`config.mk`:
```
export PLATFORM = sky130hd
export DESIGN_NAME = if_stage_flat
export DESIGN_NICKNAME = d
export VERILOG_FILES = /design/src/rtl/sys_defs.sv /design/src/rtl/if_stage_if.sv /design/src/rtl/if_hold_buf.sv /design/src/rtl/if_stage.sv /design/src/flat_wrapper.sv
export SDC_FILE = /design/constraint.sdc
export NUM_CORES = 1
export LEC_CHECK = 0
export ABC_AREA = 1
export ABC_CLOCK_PERIOD_IN_PS = 1950
export CAP_MARGIN = 20
export CORE_ASPECT_RATIO = 1.4
export CORE_MARGIN = 2
export CORE_UTILIZATION = 45
export CTS_CLUSTER_DIAMETER = 150
export DETAILED_ROUTE_END_ITERATION = 16
export PLACE_DENSITY = 0.81
export SLEW_MARGIN = 20
export SYNTH_ARGS = -nofsm -noshare
export SYNTH_HDL_FRONTEND = slang
export SYNTH_HIERARCHICAL = 1
export SYNTH_SLANG_ARGS = --single-unit
```
`constraint.sdc`:
```
create_clock -name clk -period 1.95 [get_ports clk]
set_input_delay 0.39 -clock clk [delete_from_list [all_inputs] [get_ports clk]]
set_output_delay 0.39 -clock clk [all_outputs]
set_load 0.02 [all_outputs]
```
`src/rtl/sys_defs.sv`:
```
// rtl/sys_defs.sv - shared pipeline types and constants for the fetch stage
package sys_defs;

  localparam logic [31:0] NOP_INST = 32'h0000_0013;

  typedef enum logic [1:0] {
    FETCH = 2'd0,
    WAIT  = 2'd1,
    DRAIN = 2'd2
  } fetch_state_t;

  typedef struct packed {
    logic [31:0] IR;
    logic [31:0] PC;
    logic        valid;
  } if_id_t;

  function automatic logic [31:0] align_word(input logic [31:0] addr);
    return addr & ~32'h0000_0003;
  endfunction

endpackage

```
`src/rtl/if_stage_if.sv`:
```
// rtl/if_stage_if.sv - instruction memory request/response bus
interface if_stage_if;
  logic        req;
  logic [31:0] addr;
  logic        ready;
  logic        rvalid;
  logic [31:0] rdata;

  modport master (
    output req,
    output addr,
    input  ready,
    input  rvalid,
    input  rdata
  );

  modport slave (
    input  req,
    input  addr,
    output ready,
    output rvalid,
    output rdata
  );
endinterface

```
`src/rtl/if_hold_buf.sv`:
```
// rtl/if_hold_buf.sv - one-entry holding buffer for a fetched word while ID stalls
module if_hold_buf
  import sys_defs::*;
(
  input  logic   clk,
  input  logic   rst,
  input  logic   load,
  input  logic   pop,
  input  logic   flush,
  input  if_id_t din,
  output if_id_t dout
);

  // dout.valid doubles as the occupancy flag
  always_ff @(posedge clk) begin
    if (rst || flush) begin
      dout <= '0;
    end else if (load) begin
      dout <= din;
    end else if (pop) begin
      dout <= '0;
    end
  end

endmodule

```
`src/rtl/if_stage.sv`:
```
// rtl/if_stage.sv - instruction fetch stage: PC, single-outstanding fetch FSM, IF/ID register
module if_stage
  import sys_defs::*;
#(
  parameter logic [31:0] RESET_PC = 32'h0000_0000,
  parameter logic [31:0] NOP_INST = sys_defs::NOP_INST
) (
  input  logic         clk,
  input  logic         rst,
  input  logic         id_stall_flag,
  input  logic         take_branch,
  input  logic [31:0]  branch_target_pc,
  if_stage_if.master   imem,
  output logic [31:0]  if_id_IR,
  output logic [31:0]  if_id_PC,
  output logic [31:0]  if_id_NPC,
  output logic         if_id_valid_inst
);

  fetch_state_t state, state_n;
  logic [31:0]  pc;
  if_id_t       if_id;
  if_id_t       hold;
  if_id_t       fetched;

  logic accepted;
  logic resp;
  logic in_flight;
  logic hold_load;
  logic hold_pop;

  assign imem.req  = (state == FETCH) && !hold.valid && !rst;
  assign imem.addr = pc;

  assign accepted = imem.req && imem.ready;
  assign resp     = (state == WAIT) && imem.rvalid;
  // A response is still owed to us after this cycle; it must be drained, not used
  assign in_flight = (((state == WAIT) || (state == DRAIN)) && !imem.rvalid) || accepted;

  assign fetched   = '{IR: imem.rdata, PC: pc, valid: 1'b1};
  assign hold_load = resp && id_stall_flag && !take_branch;
  assign hold_pop  = hold.valid && !id_stall_flag && !take_branch;

  if_hold_buf u_hold_buf (
    .clk   (clk),
    .rst   (rst),
    .load  (hold_load),
    .pop   (hold_pop),
    .flush (take_branch),
    .din   (fetched),
    .dout  (hold)
  );

  always_comb begin
    state_n = state;
    if (take_branch) begin
      state_n = in_flight ? DRAIN : FETCH;
    end else begin
      case (state)
        FETCH:   if (accepted)     state_n = WAIT;
        WAIT:    if (imem.rvalid)  state_n = FETCH;
        DRAIN:   if (imem.rvalid)  state_n = FETCH;
        default:                   state_n = FETCH;
      endcase
    end
  end

  always_ff @(posedge clk) begin
    if (rst) begin
      state <= in_flight ? DRAIN : FETCH;
      pc    <= RESET_PC;
    end else begin
      state <= state_n;
      if (take_branch) begin
        pc <= align_word(branch_target_pc);
      end else if (resp) begin
        pc <= pc + 32'd4;
      end
    end
  end

  // Bubbles keep the old PC; only IR and valid are meaningful for an empty slot
  always_ff @(posedge clk) begin
    if (rst) begin
      if_id <= '{IR: NOP_INST, PC: 32'h0, valid: 1'b0};
    end else if (take_branch) begin
      if_id.IR    <= NOP_INST;
      if_id.valid <= 1'b0;
    end else if (!id_stall_flag) begin
      if (hold.valid) begin
        if_id <= hold;
      end else if (resp) begin
        if_id <= fetched;
      end else begin
        if_id.IR    <= NOP_INST;
        if_id.valid <= 1'b0;
      end
    end
  end

  assign if_id_IR         = if_id.IR;
  assign if_id_PC         = if_id.PC;
  assign if_id_NPC        = if_id.PC + 32'd4;
  assign if_id_valid_inst = if_id.valid;

endmodule

```
`src/flat_wrapper.sv`:
```
// flat-port wrapper written by rule: the top's interface ports become plain ports
module if_stage_flat import sys_defs::*;
#(
  parameter logic [31:0] RESET_PC = 32'h0000_0000,
  parameter logic [31:0] NOP_INST = sys_defs::NOP_INST
)
  (clk, rst, id_stall_flag, take_branch, branch_target_pc, if_id_IR, if_id_PC, if_id_NPC, if_id_valid_inst, imem_req, imem_addr, imem_ready, imem_rvalid, imem_rdata);
  if_stage_if imem_i ();
  input  logic clk;
  input  logic rst;
  input  logic id_stall_flag;
  input  logic take_branch;
  input  logic [31:0] branch_target_pc;
  output logic [31:0] if_id_IR;
  output logic [31:0] if_id_PC;
  output logic [31:0] if_id_NPC;
  output logic if_id_valid_inst;
  output wire logic [$bits(imem_i.req)-1:0] imem_req;
  output wire logic [$bits(imem_i.addr)-1:0] imem_addr;
  input wire logic [$bits(imem_i.ready)-1:0] imem_ready;
  input wire logic [$bits(imem_i.rvalid)-1:0] imem_rvalid;
  input wire logic [$bits(imem_i.rdata)-1:0] imem_rdata;
  assign imem_req = imem_i.req;
  assign imem_addr = imem_i.addr;
  assign imem_i.ready = imem_ready;
  assign imem_i.rvalid = imem_rvalid;
  assign imem_i.rdata = imem_rdata;
  if_stage #(.RESET_PC(RESET_PC), .NOP_INST(NOP_INST)) u_core (.clk(clk), .rst(rst), .id_stall_flag(id_stall_flag), .take_branch(take_branch), .branch_target_pc(branch_target_pc), .imem(imem_i), .if_id_IR(if_id_IR), .if_id_PC(if_id_PC), .if_id_NPC(if_id_NPC), .if_id_valid_inst(if_id_valid_inst));
endmodule
```
==> run summary <==
Dividing the detail-routed via count by the number of cells gives 5.40. Dominant delay contributor by cell family on the critical path: buffers and inverters. After Yosys synthesis, XOR and XNOR cells account for 4.03% of the synthesized area. The clock arrives with 0.0136 ns of skew. The run gives 41.8 mm as the first-pass GRT wire length. The startpoint identified for the worst register-to-register timing path is u_core/imem.addr[2].

The worst-path maximum fanout is 3, and the data arrival time at the worst-slack endpoint is 2.20 ns. After layout, the minimum clock period comes to 2.59 ns. The final count of hold timing violations was 0.

Mean cell area of the mapped netlist: 6.95 um2. The multiplexer share of the synthesized area came out at 0%. The count of buffering cells on the critical path with inverters included was 4.

Number of placement rows: 57. The class of the most critical hold timing path was reg -> reg. The clock tree root driver cell is clkbuf_16.

Among the stages of the critical path, the cell type that occurs most often is buf_4. Of the total synthesized cell area, the portion taken by AND, OR, NAND and NOR gates is 28.0%. Counting instances, the worst hold path has a depth of 2. TritonCTS built the clock tree. The final critical path takes up 133% of the cycle.

The synthesized netlist devotes 0.622% of its cell area to adder and majority cells. The delay of the slowest critical-path stage is 0.36 ns. The number of antenna violations at the first check in global routing is 0, and the routed wirelength normalized by instance count is 16.7 um. The run gives 9074 as the total vias in the final route.

Setup violations remaining at the end of the flow were counted as 26. Traced cell by cell, the critical path runs through ha_4 > nand2_4 > buf_4 > nor4_4 > buf_4 > buf_6 > xor2_1 > buf_4. Counting tap cells, the placed design contains a total of 1635 instances. STA classifies the critical path startpoint as a register. The sequential cell area fraction in the yosys report was 40.5%; the count of nets left with antenna violations after detail routing was 0. The run gives 0 as the number of inserted diodes. The final reports fail on setup timing.

The count of input and output buffers was 195. The finished layout holds 1681 standard cells, fillers aside. Hold path endpoint: u_core/u_hold_buf/dout[14]. The synthesized design contains 162 register bits. The source of the worst hold timing path is u_core/u_hold_buf/dout[14].

The largest family of logic cells by synthesized area was simple AND/OR/NAND/NOR gates. The worst setup path is captured at a primary output. The cell depth of the worst flop-to-flop path was 8; the leakage power of the design was 5.02 nW.

The clock tree synthesis step divided the H-tree into 4 levels. Global routing consumed, over all layers together, 27.5% of the routing resources. For this run, asynchronously set or reset flops after synthesis account for 0%.

The maximum VDD drop came out at 0.567 mV. Data on the critical path is required at its endpoint by 1.56 ns. The tool flagged a number of max-cap violations equal to 0. TritonCTS created 17 clock buffers. The run finished, with violations left. For the worst-skew pair, the clock arrives at the later sink with an insertion delay of 0.42 ns.

Power spread over the standard cell area amounts to 707 mW/mm2. The maximum clock frequency is 386 MHz. The run gives 28.0 mm as the total detailed-routing wirelength. Die footprint: 0.0190 mm2. For the initial core utilization, the log shows 46.1%. The worst setup path category was reg -> out.

The setup TNS after final layout is -8.37 ns, and the setup slack of the critical path after layout is -0.644 ns. Entering global routing, the biggest net connects 64 pins. At the end of the flow, the number of nets in the layout was 1506. Summing internal, switching and leakage power gives 8.49 mW. Setup repair after global routing could not meet its margin everywhere. The flop-to-flop setup slack is 0.19 ns, and the number of buffers between clock root and the deepest sink is 2. The total area inside the core boundary comes to 0.0175 mm2. The synthesized design contains 2 enable-type register cells. The run gives 0 as the number of slew-limit violations in the final report.

The Yosys step of the flow raised 6 warnings. For the residual DRC count, the log shows 0. The worst flop-to-flop path endpoint is u_core/imem.addr[16].

The via count of the first global-routing pass is 8583, and the height of the chip is 162 um. Of the cells placed in the final design, the portion with a size suffix greater than 1 is 21.0%. Counting every sink on the clock net gives 162. The slowest stage cell on the critical path was dfxtp_2. For this run, the leading register cell type out of synthesis is dfxtp_1.

The fraction of the mapped netlist area in compound gates is 18.4%. The cell count after synthesis came out at 1158. For the sum of net half-perimeters after detailed placement, the log shows 17.9 mm. The die boundary width works out to 117 um.

Count of pins on the block boundary: 200. The total grt overflow was 0; the worst-margin pin slew was 0.698 ns. The clock-pin transition on the worst setup and hold timing paths was 0.08 ns. The number of DRC markers in iteration 0 was 513; the synthesized area was 0.00805 mm2.

The area growth from synthesis to layout is 49.2%. Synthesis instantiated 38 different standard cells from the library. The worst relative slew slack is 53.5%. The number of optimization iterations in the first detailed-route pass was 6; the final weighted congestion in routability-driven placement was 1.03.
## cells in the mapped netlist, types with 19 or more instances
| library cell | n | area share, % |
|---|---|---|
| nand2_1 | 336 | 16 |
| inv_1 | 76 | 3.5 |
| a31oi_1 | 37 | 2.9 |
| a21oi_1 | 150 | 9.3 |
| dfxtp_1 | 160 | 40 |
| nand3_1 | 71 | 4.4 |
| xor2_1 | 24 | 2.6 |
| buf_4 | 19 | 1.8 |
| o21ai_0 | 58 | 3.6 |
| nor2_1 | 55 | 2.6 |
| o21ai_1 | 27 | 1.7 |
| clkbuf_1 | 28 | 1.3 |
## timing repair
item,CTS,global route
pin swaps,14,28
setup buffers,10,9
hold buffers,0,0
setup endpoints to repair,54,41
resized for setup,226,82
## layer usage
metal  vias up  track usage (%)  part of all wire [%]
met5         -                0                     0
met4         0             15.2                   4.9
met3       104             5.52                   8.2
met2       458             48.5                    51
met1      4164             30.2                    36
li1       4348                -                     -
## stage by stage
step	utilization [%]	setup slack [ns]	cell area (um2)	hold slack, ns
finish	68.7	-0.644	12000	0.459
global route	68.7	-0.722	12000	0.472
CTS	67.0	-0.384	11700	0.461
detailed placement	62.9	-0.438	11000	0.451
global placement	62.9	-0.369	11000	0.447
floorplan	-	-0.0142	8090	0.438
## worst min-delay path: cells and delay by family, from the launching register on
family	cells	cell delay, ns
AND/OR/NAND/NOR	1	0.06
AO/OA/AOI/OAI	1	0.05
flip-flops	1	0.31
## report_power, final
group / total [mW] / switching [mW] / internal (mW) / leakage, nW
combinational: 1.56 / 0.873 / 0.685 / 3.39
clock: 3.34 / 1.56 / 1.78 / 0.291
sequential: 3.59 / 0.138 / 3.45 / 1.33
total: 8.49 / 2.57 / 5.92 / 5.02
## state kept, by name (all words and copies together), names as in the netlist
name                     cells
u_core/if_id_IR             32
u_core/u_hold_buf/dout      65
u_core/if_id_PC             32
u_core/imem.addr            30
u_core/state                 2
u_core/if_id_valid_inst      1
## cells in the final DEF, fill, tap and decap left out, types with 12 or more instances in the layout
cell type / instances
nor2_4: 17
dlygate4sd2_1: 28
nand2_1: 323
buf_6: 21
dfxtp_1: 137
dfxtp_2: 19
buf_4: 121
inv_2: 12
clkdlybuf4s50_1: 126
nor2_1: 45
o21ai_0: 58
a31oi_1: 37
clkbuf_16: 17
dlymetal6s2s_1: 12
xor2_1: 21
a21oi_1: 150
inv_1: 70
buf_12: 12
nand3_1: 68
o21ai_1: 27
## logic make-up (layout without fill, tap and decap cells)
kind of cell | Yosys count | in the layout
xor gates and xnor gates | 37 | 37
and+or+nand+nor | 520 | 520
buffers and inverters | 153 | 437
DFF | 162 | 162
other | 2 | 5
adders and majority gates | 4 | 4
AOI/OAI and AO/OA | 280 | 280
## worst max-delay path by stage
stage	start	end	slack [ns]	cells past startpoint
after global placement	u_core/if_id_PC[2]	if_id_NPC[22]	-0.37	9
after floorplan	u_core/if_id_PC[2]	if_id_NPC[18]	-0.01	6
after global routing	u_core/if_id_PC[2]	if_id_NPC[10]	-0.72	8
final	u_core/if_id_PC[2]	if_id_NPC[10]	-0.64	8
after detailed placement	u_core/if_id_PC[2]	if_id_NPC[22]	-0.44	9
after CTS	u_core/if_id_PC[3]	if_id_NPC[22]	-0.38	9
## cell type report
| class | instances | area [um2] |
|---|---|---|
| Fill cell | 1378 | 5460 |
| Multi-Input combinational cell | 846 | 4460 |
| Sequential cell | 162 | 3300 |
| Timing Repair Buffer | 323 | 3060 |
| Clock buffer | 19 | 453 |
| Inverter | 82 | 308 |
| Tap cell | 236 | 295 |
| Clock inverter | 13 | 131 |
Power figures use the tool's default switching activity.
